File: config.mk
export PLATFORM = sky130hd
export DESIGN_NAME = gray_ptr_decode_flat
export DESIGN_NICKNAME = d
export VERILOG_FILES = /design/src/rtl/gray_ptr_decode_if.sv /design/src/rtl/gray_ptr_decode.sv /design/src/flat_wrapper.sv
export SDC_FILE = /design/constraint.sdc
export NUM_CORES = 1
export LEC_CHECK = 0
export CORE_UTILIZATION = 30
export CTS_BUF_LIST = sky130_fd_sc_hd__clkbuf_8
export DETAILED_ROUTE_END_ITERATION = 8
export HOLD_SLACK_MARGIN = 0.03
export PLACE_DENSITY_LB_ADDON = 0.2
export SYNTH_ARGS = -nofsm -noshare
export SYNTH_HDL_FRONTEND = slang
export SYNTH_SLANG_ARGS = --single-unit
File: constraint.sdc
create_clock -name clk -period 16.36 [get_ports clk]
set_input_delay 2.454 -clock clk [delete_from_list [all_inputs] [get_ports clk]]
set_output_delay 2.454 -clock clk [all_outputs]
set_load 0.02 [all_outputs]
File: src/rtl/gray_ptr_decode_if.sv
// Handshake bundle for the Gray pointer decoder: Gray words in, binary/delta/error out.
interface gray_ptr_decode_if #(
  parameter int DW = 32
);
  logic          in_valid;
  logic          in_ready;
  logic [DW-1:0] in_gray;
  logic          out_valid;
  logic          out_ready;
  logic [DW-1:0] out_bin;
  logic [DW-1:0] out_delta;
  logic          out_err;

  // Decoder side.
  modport slave (
    input  in_valid, in_gray, out_ready,
    output in_ready, out_valid, out_bin, out_delta, out_err
  );

  // Upstream producer / downstream consumer side.
  modport master (
    output in_valid, in_gray, out_ready,
    input  in_ready, out_valid, out_bin, out_delta, out_err
  );
endinterface

File: src/rtl/gray_ptr_decode.sv
// Two-stage Gray-to-binary decoder for synchronized pointers: reports binary value,
// modular step since the previous word, and a multi-bit-change error flag.
module gray_ptr_decode #(
  parameter int DW = 32
) (
  input  logic               clk,
  input  logic               reset,
  gray_ptr_decode_if.slave   bus,
  input  logic               err_clear,
  output logic               err_sticky
);

  logic          r_s1_valid;
  logic [DW-1:0] r_s1_gray;
  logic          r_out_valid;
  logic [DW-1:0] r_out_bin;
  logic [DW-1:0] r_out_delta;
  logic          r_out_err;
  logic [DW-1:0] r_prev_gray;
  logic [DW-1:0] r_prev_bin;
  logic          r_first;
  logic          r_err_sticky;

  logic          w_adv;
  logic          w_load;
  logic [DW-1:0] w_bin;
  logic [DW-1:0] w_x;
  logic          w_multi;
  logic [DW-1:0] w_delta;
  logic          w_err;

  assign w_adv  = !r_out_valid || bus.out_ready;
  assign w_load = w_adv && r_s1_valid;

  // Each binary bit is the XOR of all Gray bits at or above it.
  genvar gi;
  generate
    for (gi = 0; gi < DW; gi++) begin : g_decode
      assign w_bin[gi] = ^r_s1_gray[DW-1:gi];
    end
  endgenerate

  // More than one set bit in the change mask means the single-bit rule broke.
  assign w_x     = r_s1_gray ^ r_prev_gray;
  assign w_multi = |(w_x & (w_x - DW'(1)));
  assign w_delta = r_first ? '0 : (w_bin - r_prev_bin);
  assign w_err   = !r_first && w_multi;

  always_ff @(posedge clk) begin
    if (reset) begin
      r_s1_valid   <= 1'b0;
      r_s1_gray    <= '0;
      r_out_valid  <= 1'b0;
      r_out_bin    <= '0;
      r_out_delta  <= '0;
      r_out_err    <= 1'b0;
      r_prev_gray  <= '0;
      r_prev_bin   <= '0;
      r_first      <= 1'b1;
      r_err_sticky <= 1'b0;
    end else begin
      if (w_adv) begin
        r_s1_valid  <= bus.in_valid;
        r_s1_gray   <= bus.in_gray;
        r_out_valid <= r_s1_valid;
      end
      if (w_load) begin
        r_out_bin   <= w_bin;
        r_out_delta <= w_delta;
        r_out_err   <= w_err;
        r_prev_gray <= r_s1_gray;
        r_prev_bin  <= w_bin;
        r_first     <= 1'b0;
      end
      // A new error outranks a simultaneous clear.
      if (w_load && w_err) begin
        r_err_sticky <= 1'b1;
      end else if (err_clear) begin
        r_err_sticky <= 1'b0;
      end
    end
  end

  assign bus.in_ready  = w_adv && !reset;
  assign bus.out_valid = r_out_valid;
  assign bus.out_bin   = r_out_bin;
  assign bus.out_delta = r_out_delta;
  assign bus.out_err   = r_out_err;
  assign err_sticky    = r_err_sticky;

endmodule

File: src/flat_wrapper.sv
// flat-port wrapper written by rule: the top's interface ports become plain ports
module gray_ptr_decode_flat 
#(
  parameter int DW = 32
)
  (clk, reset, err_clear, err_sticky, bus_in_valid, bus_in_gray, bus_out_ready, bus_in_ready, bus_out_valid, bus_out_bin, bus_out_delta, bus_out_err);
  gray_ptr_decode_if #(.DW(DW)) bus_i ();
  input  logic clk;
  input  logic reset;
  input  logic err_clear;
  output logic err_sticky;
  input wire logic [$bits(bus_i.in_valid)-1:0] bus_in_valid;
  input wire logic [$bits(bus_i.in_gray)-1:0] bus_in_gray;
  input wire logic [$bits(bus_i.out_ready)-1:0] bus_out_ready;
  output wire logic [$bits(bus_i.in_ready)-1:0] bus_in_ready;
  output wire logic [$bits(bus_i.out_valid)-1:0] bus_out_valid;
  output wire logic [$bits(bus_i.out_bin)-1:0] bus_out_bin;
  output wire logic [$bits(bus_i.out_delta)-1:0] bus_out_delta;
  output wire logic [$bits(bus_i.out_err)-1:0] bus_out_err;
  assign bus_i.in_valid = bus_in_valid;
  assign bus_i.in_gray = bus_in_gray;
  assign bus_i.out_ready = bus_out_ready;
  assign bus_in_ready = bus_i.in_ready;
  assign bus_out_valid = bus_i.out_valid;
  assign bus_out_bin = bus_i.out_bin;
  assign bus_out_delta = bus_i.out_delta;
  assign bus_out_err = bus_i.out_err;
  gray_ptr_decode #(.DW(DW)) u_core (.clk(clk), .reset(reset), .bus(bus_i), .err_clear(err_clear), .err_sticky(err_sticky));
endmodule
==> qor.txt, run 1 <==
status: complete, no violations
CTS Root Cell: clkbuf_8
initial antenna violation count: 0
Setup-failing EPs final: 0
Post-CTS Hold Buffers: 0
fin cells: 1,327
reg2reg end: u_core.bus.out_delta[26]
flop2flop setup slack: 9.87 ns
share of the synthesized area in the top cell type: 36.29%
CP arrival: 6.81 ns
die height: 157.8 µm
post-synthesis sequential area ratio: 36.29%
critical path class: reg -> reg
Switch Pwr: 0.0007552 W
DR vias: 6,094
Top FF cell, synth: dfxtp_1
CTS tree: done
Slew Viols, Final: 0
Synth area leaders: dfxtp_1, nand2_1, a21oi_1
Logic pwr share: 59.9%
Clock Path Buffers: 2
final worst path period need: 6.490 ns
max_cap viols: 0
Routed WL: 19,040 µm
Switching Fraction: 43.09%
worst hold margin: 0.4554 ns
final clock skew: 0.01680 ns
Overall Power: 0.001753 W
drt pass-1 iters: 5
Syn Area/Cell: 7.915 µm²
RSZ-0062 raised after global routing: no
Clock Sinks: 132
GRT Total Usage: 16.16%
f_max: 154.1 MHz
first-pass GRT wire length: 30,990 µm
Least-Margin Pin Slew: 1.154 ns
vias in the first global route: 5,858
Syn. warnings: 0
fin crit share: 39.67%
power density cells: 194.0 nW/µm²
Startpoint Class: register
number of synthesized flops with an enable pin: 0
Num CTS Buffers: 17
Cell variety after synth: 60
top-count cell post-synth: nand2_1
Post-synth top cells: nand2_1, dfxtp_1, a21oi_1, nor2_1, clkbuf_1
antenna-violating nets left: 0
largest net degree at the start of global routing: 62
Port Buffers: 104
H-Tree Depth: 4
Synth-to-Final Area Change: 24.07%
Relative slew margins: 22.79%
LEAKAGE: 3.497 nW
CP Max Fanout: 6
layout cells sized above 1: 5.853%
Synthesized Nets: 989
Top Ports: 105
WP data required: 16.68 ns
FF+latch count, synth: 132
share of power burned in the clock network: 18.5%
Clock Pin Slew Worst Setup and Hold Paths: 0.08 ns
Routed WL per cell: 14.35 µm
Setup Buffers After CTS: 0
async set-reset flop share out of synthesis: 0%
Cell Rows: 56
Initial Util: 30.84%
Vias/cell: 4.592
die area: 24,900 µm²
Final Hold Fails: 0
Synth area leader: dfxtp_1
register share of total power: 21.6%
Setup TNS: 0 ns
reg2reg path depth: 24
Hold Crit Endpoint: u_core.bus.out_delta[23]
Post-Syn Instances: 920
DR iter-0 viols: 274
dpl hpwl: 13,790 µm
Peak VDD IR: 0.09043 mV
nets@finish: 1,064
Die Span X: 157.8 µm
worst r2r src: u_core.r_s1_gray[31]
Cell Count Post-Placement: 1,295
critical path endpoint category: register
Pint: 0.0009975 W
worst-skew pair later-pin latency: 0.45 ns
Hold Crit Class: reg -> reg
synthesized area: 7282 µm²
hold path cells: 2
placeable core area: 23,610 µm²
GRT Residual Overflow: 0
antenna fix cells: 0
Post-CTS Resized: 0
Placer Congestion: 0.8630
DRC: 0
Hold Path Origin: u_core.bus.out_delta[23]
## sequential cells by signal, indices dropped and copies added, names as in the netlist
| register | cells |
|---|---|
| u_core.bus.out_bin | 31 |
| u_core.bus.out_delta | 32 |
| u_core.bus.out_err | 1 |
| u_core.bus.out_valid | 1 |
| u_core.err_sticky | 1 |
| u_core.r_first | 1 |
| u_core.r_prev_gray | 32 |
| u_core.r_s1_gray | 32 |
| u_core.r_s1_valid | 1 |
## worst max-delay path: stages (launching register included)
cell and delay [ns]:
dfxtp_1 0.41, xor3_2 0.53, xnor3_2 0.32, xor2_4 0.21, xnor2_4 0.28, xor2_4 0.34
xnor2_4 0.18, xnor2_4 0.24, xor2_2 0.22, xnor2_1 0.20, inv_2 0.10, xnor2_1 0.17
ha_1 0.23, fa_1 0.43, nand2b_1 0.16, a21boi_0 0.19, o21ai_0 0.18, a21oi_1 0.24
o211ai_1 0.15, a2111oi_0 0.74, o211ai_1 0.21, and2_1 0.21, o21ai_0 0.20, xnor2_1 0.14
o21ai_0 0.08
## worst max-delay path by stage
| stage | startpoint | endpoint | slack [ns] | cells after the start |
|---|---|---|---|---|
| after global placement | bus_out_ready | bus_in_ready | 9.88 | 5 |
| after CTS | u_core.r_s1_gray[31] | u_core.bus.out_delta[26] | 9.79 | 24 |
| after global routing | u_core.r_s1_gray[31] | u_core.bus.out_delta[30] | 9.34 | 24 |
| after floorplan | reset | bus_in_ready | 10.44 | 4 |
| final | u_core.r_s1_gray[31] | u_core.bus.out_delta[26] | 9.87 | 24 |
| after detailed placement | u_core.r_s1_gray[31] | u_core.bus.out_delta[26] | 9.83 | 24 |
## final cells by class
class	count	area, µm²
clock buffers	19	261.5
clock inverters	13	205.2
fillers	2498	14580
inverters	49	183.9
multi-input cells	684	4252
flip-flops and latches	132	2643
well taps	319	399.1
repair buffers	111	1091
## per-layer routing
metal / share of wire [%] / up-vias / GRT usage, %
li1: - / 3247 / -
met1: 52 / 2711 / 23.01
met2: 42 / 124 / 24.29
met3: 4.7 / 12 / 3.504
met4: 0.89 / 0 / 4.438
met5: 0 / - / 0
## cells by family (layout without fill, tap and decap cells)
kind of cell | after synthesis | in the layout | share of synthesized area (%)
fa+ha+maj | 33 | 33 | 5.739
buf+inv | 104 | 192 | 5.412
xor+xnor | 106 | 106 | 14.88
simple gates | 302 | 302 | 17.11
compound gates | 241 | 241 | 20.29
mux | 2 | 2 | 0.2749
flops | 132 | 132 | 36.29
## through the flow
| step | cell area (µm²) | util [%] | setup WS, ns |
|---|---|---|---|
| after floorplan | 7282 | - | 10.44 |
| after global placement | 8568 | 36.29 | 9.881 |
| after detailed placement | 8568 | 36.29 | 9.830 |
| after CTS | 9035 | 38.26 | 9.794 |
| after global routing | 9035 | 38.26 | 9.342 |
| final | 9035 | 38.26 | 9.870 |
## power by group through the flow
stage / Combinational (W) / Sequential [W] / Clock [W]
after floorplan: 0.000798 / 0.000400 / 0
after global placement: 0.00105 / 0.000386 / 0
after detailed placement: 0.00105 / 0.000387 / 0
after CTS: 0.00106 / 0.000379 / 0.000336
after global routing: 0.00118 / 0.000383 / 0.000350
final: 0.00105 / 0.000378 / 0.000324
## cell usage in the layout, fill, tap and decap left out, types with 3 or more instances in the layout
master	netlist	final
a21oi_1	113	113
nand4_1	5	5
o21a_1	8	8
bufinv_16	0	5
inv_1	48	48
clkinvlp_4	0	3
nor2_1	74	74
o21bai_1	4	4
xor2_1	47	47
dfxtp_1	132	132
a211oi_1	19	19
buf_4	1	8
a22oi_1	14	14
nand2_1	175	174
o21ai_0	33	33
xnor2_4	3	3
clkinv_2	0	3
o211ai_1	3	3
ha_1	31	31
nor3_1	10	10
and3_1	3	3
or3_1	5	5
a2111oi_0	3	3
nand3_1	11	11
clkbuf_8	0	19
a21o_1	18	18
a32oi_1	4	4
nand2b_1	8	8
clkdlybuf4s50_1	0	103
xnor2_1	48	48
(Power assumes the default switching activity.)
==> inputs of run 2 (changes only) <==
==> constraint.sdc (replaced) <==
create_clock -name clk -period 6.8 [get_ports clk]
set_input_delay 1.02 -clock clk [delete_from_list [all_inputs] [get_ports clk]]
set_output_delay 1.02 -clock clk [all_outputs]
set_load 0.02 [all_outputs]
==> run 2 against run 1 <==
Net effect:
- cell count did not move
- register-to-register slack got worse by 9.2 ns
- setup slack got worse by 9.2 ns
- critical endpoint unchanged
- largest power group unchanged
- highest routed layer unchanged
==> qor.txt, run 2 (synthesized netlist as in run 1, its figures left out) <==
dpl hpwl: 13,610 µm
RSZ-0062 raised after global routing: no
worst r2r src: u_core.r_s1_gray[31]
Least-Margin Pin Slew: 1.224 ns
Post-CTS Hold Buffers: 0
Cell Rows: 56
worst-skew pair later-pin latency: 0.46 ns
GRT Total Usage: 16.14%
antenna fix cells: 0
Setup TNS: 0 ns
antenna-violating nets left: 0
layout cells sized above 1: 5.754%
Peak VDD IR: 0.2159 mV
vias in the first global route: 6,025
nets@finish: 1,064
CTS Root Cell: clkbuf_8
CP arrival: 6.50 ns
max_cap viols: 0
die area: 24,900 µm²
Routed WL per cell: 14.30 µm
Vias/cell: 4.699
largest net degree at the start of global routing: 69
Clock Pin Slew Worst Setup and Hold Paths: 0.08 ns
Die Span X: 157.8 µm
Synth-to-Final Area Change: 22.42%
Placer Congestion: 0.8491
Slew Viols, Final: 0
placeable core area: 23,610 µm²
Setup-failing EPs final: 0
final clock skew: 0.009516 ns
FILL cells: 2,488
power density cells: 452.5 nW/µm²
Clock Path Buffers: 2
multi-input combinational cell area: 4252 µm²
drt pass-1 iters: 5
Top Ports: 105
fin crit share: 90.77%
final worst path period need: 6.172 ns
Hold Crit Endpoint: u_core.bus.out_delta[29]
reg2reg end: u_core.bus.out_delta[26]
hold path cells: 2
die height: 157.8 µm
Routed WL: 18,980 µm
f_max: 162.0 MHz
DR iter-0 viols: 261
reg2reg path depth: 25
critical path class: reg -> reg
flop2flop setup slack: 0.63 ns
WP data required: 7.13 ns
status: complete, no violations
Worst path slowest cell: xor3_2
Hold Path Origin: u_core.bus.out_delta[29]
Post-CTS Resized: 0
CP Max Fanout: 6
CTS tree: done
Hold Crit Class: reg -> reg
Final Hold Fails: 0
critical path's largest stage delay: 0.52 ns
most common cell after layout, fill and taps aside: nand2_1
Setup Buffers After CTS: 0
H-Tree Depth: 4
GRT Residual Overflow: 0
final core occ: 37.75%
DR vias: 6,235
Initial Util: 30.84%
initial antenna violation count: 0
first-pass GRT wire length: 31,080 µm
DRC: 0
Port Buffers: 104
Relative slew margins: 18.10%
Clock Sinks: 132
Num CTS Buffers: 17
critical path endpoint category: register
Startpoint Class: register
most frequent cells in the layout: nand2_1, dfxtp_1, a21oi_1
LEAKAGE: 3.425 nW
FF+latch area: 2643 µm²
-- run 2: changes by cell type in the layout (fill, tap and decap cells not counted), moves of 2 or more --
cell        previous run  this run
clkinvlp_4             3         8
inv_6                  0         2
clkbuf_8              19        17
clkinv_2               3         1
bufinv_16              5         0
-- run 2: worst max-delay path, delay by kind of cell, from the launching register on --
kind	cells	cell delay [ns]
compound gates	8	1.55
xor+xnor	11	2.80
fa+ha+maj	2	0.65
buf+inv	2	0.28
flops	1	0.42
simple gates	2	0.34
-- run 2: metal layers --
| layer | GRT usage (%) | share of wire, % |
|---|---|---|
| met3 | 3.340 | 3.8 |
| met5 | 0 | 0 |
| met2 | 23.96 | 42 |
| met1 | 23.07 | 53 |
| met4 | 5.086 | 1.4 |
-- run 2: worst max-delay path by stage --
stage	cells past startpoint	startpoint	slack, ns	to
finish	25	u_core.r_s1_gray[31]	0.63	u_core.bus.out_delta[26]
global route	25	u_core.r_s1_gray[31]	0.02	u_core.bus.out_delta[30]
CTS	23	u_core.r_s1_gray[31]	0.43	u_core.bus.out_delta[31]
detailed placement	23	u_core.r_s1_gray[31]	0.44	u_core.bus.out_delta[31]
global placement	23	u_core.r_s1_gray[31]	0.66	u_core.bus.out_delta[31]
floorplan	23	u_core.r_s1_gray[31]	1.11	u_core.bus.out_delta[31]
-- run 2: cell type report --
class | count | area share, %
Multi-Input combinational cell | 684 | 47.69
Clock buffer | 17 | 2.625
Timing Repair Buffer | 111 | 12.24
Tap cell | 319 | 4.477
Inverter | 49 | 2.063
Sequential cell | 132 | 29.64
Clock inverter | 15 | 1.263
-- run 2: report_power, final --
group	internal (W)	switching (W)	total [W]	leakage [nW]
Clock	0.000252	0.000345	0.000597	0.154
Sequential	0.000842	0.0000679	0.000910	1.08
Combinational	0.00110	0.00143	0.00253	2.19
Total	0.00220	0.00184	0.00403	3.42
-- run 2: metrics by stage --
stage,hold WS [ns],cells,cell area [µm²],power [W],setup WS [ns]
floorplan,0.4481,920,7282,0.002882,1.110
global placement,0.4374,1295,8568,0.003465,0.6595
detailed placement,0.4455,1295,8568,0.003453,0.4410
CTS,0.4652,1327,8915,0.004069,0.4313
global route,0.4715,1327,8915,0.004429,0.01749
finish,0.4571,1327,8915,0.004034,0.6276
==> inputs of run 3 (changes only) <==
--- a/config.mk
+++ b/config.mk
@@ -5,7 +5,8 @@
 export SDC_FILE = /design/constraint.sdc
 export NUM_CORES = 1
 export LEC_CHECK = 0
-export CORE_UTILIZATION = 30
+export CAP_MARGIN = 20
+export CORE_UTILIZATION = 45
 export CTS_BUF_LIST = sky130_fd_sc_hd__clkbuf_8
 export DETAILED_ROUTE_END_ITERATION = 8
 export HOLD_SLACK_MARGIN = 0.03
==> run 3 against run 2 <==
Net effect:
- hold slack worse by 0.0024 ns
- global-route usage is 5.8 points higher
- setup slack worse by 0.12 ns
- sequential power hardly changed
- critical path depth is 2 lower
- highest routed layer unchanged
- clock power is 35% higher
- register-to-register slack worse by 0.12 ns
- via count is 0.34% higher
==> qor.txt, run 3 (synthesized netlist as in run 1, its figures left out) <==
WP data required: 7.18 ns
CP most frequent cell: xnor2_4
Port Buffers: 104
first-pass GRT wire length: 28,660 µm
status: complete, no violations
Num CTS Buffers: 17
most common cell after layout, fill and taps aside: nand2_1
worst r2r src: u_core.r_s1_gray[31]
flop2flop setup slack: 0.50 ns
Post-CTS Resized: 0
Placer Congestion: 0.8500
Clock Sinks: 132
nets@finish: 1,065
Routed WL per cell: 14.09 µm
Cell Rows: 46
FILL cells: 1,469
Clock Path Buffers: 2
Slew Viols, Final: 0
Die Span X: 129.2 µm
Setup Buffers After CTS: 0
Startpoint Class: register
antenna-violating nets left: 0
Worst path slowest cell: xor3_2
die area: 16,700 µm²
dpl hpwl: 12,440 µm
critical path's largest stage delay: 0.52 ns
CTS Root Cell: clkbuf_8
LEAKAGE: 3.510 nW
Critical Path Source: u_core.r_s1_gray[31]
reg2reg end: u_core.bus.out_delta[31]
final clock skew: 0.005225 ns
die height: 129.2 µm
worst-skew pair later-pin latency: 0.45 ns
RSZ-0062 raised after global routing: no
crit path capture: u_core.bus.out_delta[31]
critical path class: reg -> reg
final worst path period need: 6.297 ns
Routed WL: 17,260 µm
Vias/cell: 5.107
drt pass-1 iters: 5
Peak VDD IR: 0.2329 mV
Initial Util: 46.01%
Post-CTS Hold Buffers: 0
Hold Crit Class: reg -> reg
crit-path cells: xor3_2 > xnor3_2 > xor2_4 > xnor2_4 > xor2_4 > xnor2_4 > xnor2_4 > xor2_2 > xnor2_1 > inv_2 > xnor2_1 > ha_1 > nor2b_1 > o21ai_0 > a21boi_0 > o21ai_0 > a2111oi_0 > o31a_1 > a31o_2 > a31o_2 > a211o_1 > a221oi_1 > mux2i_1
H-Tree Depth: 4
reg2reg path depth: 23
CP Max Fanout: 6
placeable core area: 15,830 µm²
Final Hold Fails: 0
Setup-failing EPs final: 0
vias in the first global route: 5,743
GRT Total Usage: 21.98%
Clock Pin Slew Worst Setup and Hold Paths: 0.08 ns
DRC: 0
power density cells: 473.9 nW/µm²
GRT Residual Overflow: 0
CTS tree: done
DR vias: 6,256
Synth-to-Final Area Change: 22.73%
layout cells sized above 1: 5.946%
Least-Margin Pin Slew: 1.089 ns
critical path endpoint category: register
DR iter-0 viols: 466
initial antenna violation count: 0
largest net degree at the start of global routing: 99
fin crit share: 92.60%
antenna fix cells: 0
CP arrival: 6.67 ns
max_cap viols: 0
most frequent cells in the layout: nand2_1, dfxtp_1, a21oi_1
Overall Power: 0.004235 W
Relative slew margins: 27.10%
Top Ports: 105
f_max: 158.8 MHz
Setup TNS: 0 ns
==> run 3: changes by cell type in the layout (fill, tap and decap cells not counted) <==
cell / before / now
buf_4: 8 / 9
bufinv_16: 0 / 6
clkbuf_8: 17 / 19
clkinv_2: 1 / 2
clkinv_4: 3 / 1
clkinvlp_4: 8 / 4
inv_1: 49 / 48
inv_6: 2 / 0
o21ai_0: 32 / 33
o21ai_1: 1 / 0
==> run 3: through the flow <==
step / cells / setup slack, ns / instance area [µm²] / hold WS (ns) / utilization (%)
CTS: 1225 / 0.4766 / 8937 / 0.4619 / 56.47
global placement: 1193 / 0.7169 / 8447 / 0.4391 / 53.37
finish: 1225 / 0.5029 / 8937 / 0.4547 / 56.47
detailed placement: 1193 / 0.5123 / 8447 / 0.4438 / 53.37
floorplan: 920 / 1.110 / 7282 / 0.4481 / -
global route: 1225 / 0.006199 / 8937 / 0.4887 / 56.47
==> run 3: cell type report <==
type / instances / area [µm²] / area share, %
Multi-Input combinational cell: 684 / 4252 / 47.57
Tap cell: 216 / 270.3 / 3.024
Inverter: 49 / 183.9 / 2.058
Clock inverter: 13 / 229.0 / 2.562
Clock buffer: 19 / 261.5 / 2.926
Sequential cell: 132 / 2643 / 29.57
Timing Repair Buffer: 112 / 1099 / 12.29
==> run 3: routing by layer <==
layer / vias up / wire [µm] / global-route usage (%)
met1: 2847 / 8794 / 31.37
met2: 143 / 7541 / 33.27
met4: 0 / 245 / 7.612
met3: 21 / 680 / 3.799
li1: 3245 / - / -
met5: - / 0 / 0
==> run 3: where the power goes <==
part,total (W),internal [W],switching (W),leakage [nW]
combinational,0.00252,0.00110,0.00142,2.20
clock,0.000807,0.000492,0.000316,0.234
sequential,0.000908,0.000842,0.0000656,1.08
==> run 3: worst min-delay path by stage <==
stage                        startpoint                       end  slack [ns]  cells past startpoint
3_3_place_gp   u_core.bus.out_delta[23]  u_core.bus.out_delta[23]        0.44                      2
5_1_grt        u_core.bus.out_delta[16]  u_core.bus.out_delta[16]        0.49                      2
6_report       u_core.bus.out_delta[17]  u_core.bus.out_delta[17]        0.45                      2
4_1_cts        u_core.bus.out_delta[17]  u_core.bus.out_delta[17]        0.46                      2
3_5_place_dp   u_core.bus.out_delta[17]  u_core.bus.out_delta[17]        0.44                      2
2_1_floorplan     u_core.r_prev_gray[0]     u_core.r_prev_gray[0]        0.45                      2
==> run 3: critical path: cells and delay by family, from the launching register on <==
| family | cells | cell delay (ns) |
|---|---|---|
| AND/OR/NAND/NOR | 1 | 0.06 |
| adder cells (fa/ha/maj) | 1 | 0.24 |
| AO/OA/AOI/OAI | 9 | 2.46 |
| buffers and inverters | 1 | 0.09 |
| XOR/XNOR | 10 | 2.71 |
| multiplexers | 1 | 0.23 |
| flip-flops | 1 | 0.41 |
